$ cat src/rtl/ita_output_stage.sv
// ITA output stage: row FIFO with early almost-full, per-row beat serialiser,
// synchronous flush, sticky overflow and a clearable usage high-watermark.
module ita_output_stage #(
   parameter int unsigned N         = 16,
   parameter int unsigned WI        = 8,
   parameter int unsigned DEPTH     = 12,
   parameter int unsigned BEATS     = 1,
   parameter int unsigned AF_MARGIN = 10
) (
   input  logic                           clk_i,
   input  logic                           rst_ni,
   input  logic                           flush_i,
   input  logic                           push_i,
   input  logic [N*WI-1:0]                data_i,
   output logic                           almost_full_o,
   output logic                           full_o,
   output logic                           valid_o,
   input  logic                           ready_i,
   output logic [N*WI/BEATS-1:0]          oup_o,
   output logic                           last_beat_o,
   output logic [$clog2(DEPTH+1)-1:0]     usage_o,
   output logic [$clog2(DEPTH+1)-1:0]     usage_max_o,
   input  logic                           clr_max_i,
   output logic                           overflow_o
);

   localparam int unsigned ROW_W    = N * WI;
   localparam int unsigned BEAT_W   = ROW_W / ((BEATS == 0) ? 1 : BEATS);
   localparam int unsigned UW       = $clog2(DEPTH + 1);
   localparam int unsigned PW       = (DEPTH > 1) ? $clog2(DEPTH) : 1;
   localparam int unsigned BW       = (BEATS > 1) ? $clog2(BEATS) : 1;
   localparam int unsigned AF_LEVEL = DEPTH - AF_MARGIN;

   // Elaboration-time parameter guards
   if (N == 0 || WI == 0) begin : g_bad_row
      $fatal(1, "ita_output_stage: N and WI must be non-zero");
   end
   if (DEPTH < 2) begin : g_bad_depth
      $fatal(1, "ita_output_stage: DEPTH must be >= 2");
   end
   if (BEATS == 0 || (N % ((BEATS == 0) ? 1 : BEATS)) != 0) begin : g_bad_beats
      $fatal(1, "ita_output_stage: BEATS must divide N");
   end
   if (AF_MARGIN >= DEPTH) begin : g_bad_margin
      $fatal(1, "ita_output_stage: AF_MARGIN must be < DEPTH");
   end

   logic [ROW_W-1:0] mem_q [DEPTH];
   logic [PW-1:0]    wr_ptr_q, wr_ptr_d;
   logic [PW-1:0]    rd_ptr_q, rd_ptr_d;
   logic [BW-1:0]    beat_q, beat_d;
   logic [UW-1:0]    usage_q, usage_d;
   logic [UW-1:0]    usage_max_q, usage_max_d;
   logic             overflow_q, overflow_d;

   logic             valid, full, last, fire, pop, push_ok, wr_en;
   logic [ROW_W-1:0] head_row;

   function automatic logic [PW-1:0] ptr_inc(input logic [PW-1:0] p);
      return (p == PW'(DEPTH - 1)) ? '0 : p + PW'(1);
   endfunction

   // Handshake and acceptance decode, all from registered state
   assign valid    = (usage_q != '0);
   assign full     = (usage_q == UW'(DEPTH));
   assign last     = (beat_q == BW'(BEATS - 1));
   assign fire     = valid & ready_i;
   assign pop      = fire & last;
   assign push_ok  = push_i & (~full | pop);
   assign wr_en    = push_ok & ~flush_i;
   assign head_row = mem_q[rd_ptr_q];

   // Next-state logic; flush overrides push and pop
   always_comb begin
      wr_ptr_d    = wr_ptr_q;
      rd_ptr_d    = rd_ptr_q;
      beat_d      = beat_q;
      usage_d     = usage_q;
      overflow_d  = overflow_q;
      usage_max_d = usage_max_q;

      if (flush_i) begin
         wr_ptr_d   = '0;
         rd_ptr_d   = '0;
         beat_d     = '0;
         usage_d    = '0;
         overflow_d = 1'b0;
      end else begin
         if (push_ok) begin
            wr_ptr_d = ptr_inc(wr_ptr_q);
         end
         if (push_i && !push_ok) begin
            overflow_d = 1'b1;
         end
         if (fire) begin
            beat_d = last ? '0 : beat_q + BW'(1);
         end
         if (pop) begin
            rd_ptr_d = ptr_inc(rd_ptr_q);
         end
         case ({push_ok, pop})
            2'b10:   usage_d = usage_q + UW'(1);
            2'b01:   usage_d = usage_q - UW'(1);
            default: usage_d = usage_q;
         endcase
      end

      if (clr_max_i) begin
         usage_max_d = usage_d;
      end else if (usage_d > usage_max_q) begin
         usage_max_d = usage_d;
      end
   end

   always_ff @(posedge clk_i or negedge rst_ni) begin
      if (!rst_ni) begin
         wr_ptr_q    <= '0;
         rd_ptr_q    <= '0;
         beat_q      <= '0;
         usage_q     <= '0;
         usage_max_q <= '0;
         overflow_q  <= 1'b0;
      end else begin
         wr_ptr_q    <= wr_ptr_d;
         rd_ptr_q    <= rd_ptr_d;
         beat_q      <= beat_d;
         usage_q     <= usage_d;
         usage_max_q <= usage_max_d;
         overflow_q  <= overflow_d;
      end
   end

   // Row storage has no reset: it is only read while usage is non-zero
   always_ff @(posedge clk_i) begin
      if (wr_en) begin
         mem_q[wr_ptr_q] <= data_i;
      end
   end

   assign valid_o       = valid;
   assign oup_o         = valid ? head_row[32'(beat_q) * BEAT_W +: BEAT_W] : '0;
   assign last_beat_o   = valid & last;
   assign full_o        = full;
   assign almost_full_o = (usage_q >= UW'(AF_LEVEL));
   assign usage_o       = usage_q;
   assign usage_max_o   = usage_max_q;
   assign overflow_o    = overflow_q;

endmodule

$ cat config.mk
export PLATFORM = sky130hd
export DESIGN_NAME = ita_output_stage
export DESIGN_NICKNAME = d
export VERILOG_FILES = /design/src/rtl/ita_output_stage.sv
export SDC_FILE = /design/constraint.sdc
export NUM_CORES = 1
export LEC_CHECK = 0
export BUFFER_PORTS_ARGS = -buffer_cell sky130_fd_sc_hd__buf_2
export CAP_MARGIN = 30
export CORE_MARGIN = 2
export CORE_UTILIZATION = 61
export DETAILED_ROUTE_END_ITERATION = 8
export MAX_ROUTING_LAYER = met4
export PLACE_DENSITY = 0.79
export SLEW_MARGIN = 10
export SYNTH_ARGS = -nofsm -noshare
export SYNTH_HDL_FRONTEND = slang
export SYNTH_SLANG_ARGS = --single-unit
$ cat constraint.sdc
create_clock -name clk_i -period 5.56 [get_ports clk_i]
set_clock_uncertainty 0.1 [all_clocks]
set_input_delay 0.556 -clock clk_i [delete_from_list [all_inputs] [get_ports clk_i]]
set_output_delay 0.556 -clock clk_i [all_outputs]
set_load 0.01 [all_outputs]
==> results.toml <==
[floorplan]
start_util_pct = 61.50
num_rows = 114
design.core.area_um2 = 96570
num_io_pins = 275
dieHeight_um = 316.0
die_area_um2 = 99870
die_w_um = 316.0

[worst_setup_path]
critPathKind = "reg2reg"
cp.required_ns = 6.09
cp-start-kind = "register"
cp_max_fo = 8
crit_arrival_ns = 5.11
critPathCaptureType = "register"

[pwr]
powerDensity_nw_per_um2 = 424.8
finalPower_mw = 28.90
p_clk_share_pct = 33.6
p_leak_nw = 21.87
p_switching_mw = 7.689
combPwrFrac_pct = 20.8
p_sw_share_pct = 26.61
seqPwrFrac_pct = 45.6
p_int_mw = 21.21
worst_ir_drop_vdd_mv = 1.001

[logic_synthesis]
synth_top_area_share_pct = 77.67
synth-seq-area-share_pct = 78.38
synth_ff_type = "edfxtp_1"
synth_area_um2 = 59390
synth_cell_types = 42
ys_warn_count = 0
synth.avg_cell_area_um2 = 20.80
ys_async_sr_fraction_pct = 1.095
synth_top_cells_by_count = "1,536 x edfxtp_1, 384 x mux4_2, 264 x a21oi_1, 264 x nand2_1, 143 x nor2_1"
synth_cells = 2855
synth_enable_flop_cells = 1536
synth_top_cell_by_area = "edfxtp_1"
synthTopCellsByArea = "edfxtp_1 78%, mux4_2 15%, a21oi_1 2.2%"
yosysMostFrequentCell = "edfxtp_1"
synth_seq_cells = 1553
syn_nets = 3001

[clock_tree]
clock-root-buffer = "clkbuf_16"
cts_setup_buffers = 0
cts_buffers = 150
cts_tree = "built"
cts-hold-fix-buffers = 70
clock-sinks = 1553
clockBufferDepth = 3
h-tree-depth = 4
clock_latency_ns = 0.74
clkTransAtPathRegs_ns = 0.06
cts_resized = 0

[timing]
hold_viol_final = 0
timing.final.crit_share_pct = 82.32
setup_viol = 0
slew-limit-headroom_pct = 35.46
min_period_ns = 4.577
worst_pin_slew_ns = 0.9680
max_freq_mhz = 218.5
rsz0062_at_grt = "no"
maxSlewViolCount = 0
setup_tns_ns = 0

[cells_and_area]
syn_to_final_growth_pct = 14.56
seqCellArea_um2 = 46560
fin_nets = 3399
fillCellCount = 5573
multi_input_area_um2 = 12140
drive_gt1_share_pct = 28.21
fin_area_um2 = 68030

[place]
place_area_um2 = 62630
gp_congestion = 0.8042
io_buffers = 274
dp_hpwl_um = 68120

[grt]
grt_usage_pct = 28.82
antenna_found_initial = 20
grt-ovfl-total = 0
grt_max_degree = 131
grt_pass1_wl_um = 202300
grt_pass1_vias = 31390

[drt]
drt_wl_total_um = 136600
wire_per_inst_um = 29.28
drcViolationCount = 0
dr.pass1.iters = 5
drt-initial-drc-count = 3669
ant_nets = 0
vias = 30280
via_per_inst = 6.490

[job]
drv_cap = 0

[hold_path]
hp-class = "in2reg"

[outcome]
status = "completed"
==> worst max-delay path, cell delays in order, from the launching register on <==
cell	delay, ns
dfrtp_1	0.50
o41ai_2	0.72
nor2_1	0.25
ha_1	0.35
a21o_1	0.17
a2111oi_0	0.58
a31oi_1	0.11
xor2_1	0.19
nor2_1	0.17
ha_1	0.28
o21ai_0	0.10
a21oi_1	0.08
o22ai_1	0.46
mux2_2	0.41
==> per-layer routing <==
layer / wire [um] / track usage [%] / vias to the layer above
met5: 0 / - / -
met4: 3387 / 8.886 / 0
met3: 13590 / 6.109 / 265
met2: 68730 / 45.25 / 1770
met1: 50890 / 38.73 / 15800
li1: - / - / 12440
==> kinds of logic after synthesis <==
group | count (synthesis) | synth area share [%]
flip-flops | 1553 | 78.38
AND/OR/NAND/NOR | 435 | 2.882
multiplexers | 388 | 14.63
AO/OA/AOI/OAI | 288 | 2.545
buffers and inverters | 176 | 1.247
adder cells (fa/ha/maj) | 12 | 0.2655
XOR/XNOR | 3 | 0.04425
==> per-stage QoR <==
stage,hold slack (ns),std cells,setup WS [ns],utilization [%]
after floorplan,0.1604,2855,0.5305,-
after global placement,0.3853,4304,1.352,64.80
after global routing,0.02746,4662,0.7399,70.45
after CTS,0.0002813,4643,1.084,70.39
final,0.03976,4665,0.9831,70.45
after detailed placement,0.3962,4306,1.141,64.86
==> final cells by class <==
cell class | count | area share (%)
flip-flops and latches | 1553 | 68.44
diodes | 21 | 0.07724
inverters | 12 | 0.06989
repair buffers | 410 | 4.403
clock buffers | 179 | 5.740
well taps | 1276 | 2.347
clock inverters | 88 | 1.083
multi-input cells | 1126 | 17.84
==> final timing paths <==
kind	from	endpoint	slack [ns]	cells past startpoint
worst min register to register	overflow_o	overflow_o	0.41	2
worst min-delay path	data_i[89]	mem_q[2][89]	0.04	1
min in group asynchronous	rst_ni	overflow_o	0.17	2
max in group asynchronous	rst_ni	rd_ptr_q[3]	4.86	2
worst max-delay path	usage_o[3]	usage_max_o[2]	0.98	13
worst max register to register	usage_o[3]	usage_max_o[2]	0.98	13
==> power groups by stage <==
stage | registers, mW | logic, mW | clock network, mW
after floorplan | 13.3 | 4.07 | 0
after global placement | 13.4 | 5.84 | 0
after detailed placement | 13.4 | 5.97 | 0
after CTS | 13.2 | 6.10 | 9.80
after global routing | 13.2 | 6.48 | 10.2
final | 13.2 | 6.02 | 9.70
==> cells in the final DEF, fill, tap and decap left out, drive strengths merged, types with 5 or more instances in the layout <==
| cell type | count |
|---|---|
| mux4 | 384 |
| clkinvlp | 5 |
| a21oi | 265 |
| bufinv | 10 |
| buf | 339 |
| nand2 | 264 |
| clkbuf | 180 |
| dlygate4sd3 | 70 |
| inv | 20 |
| dfrtp | 17 |
| ha | 11 |
| and2 | 14 |
| clkinv | 65 |
| o21ai | 7 |
| nor2 | 143 |
| edfxtp | 1536 |
| diode | 21 |
==> state kept, by name (all words and copies together), names as in the netlist <==
signal,flops
rd_ptr_q,4
overflow_o,1
mem_q,1536
wr_ptr_q,4
usage_o,4
usage_max_o,4
Note: power is estimated with default switching activity, not from simulation.
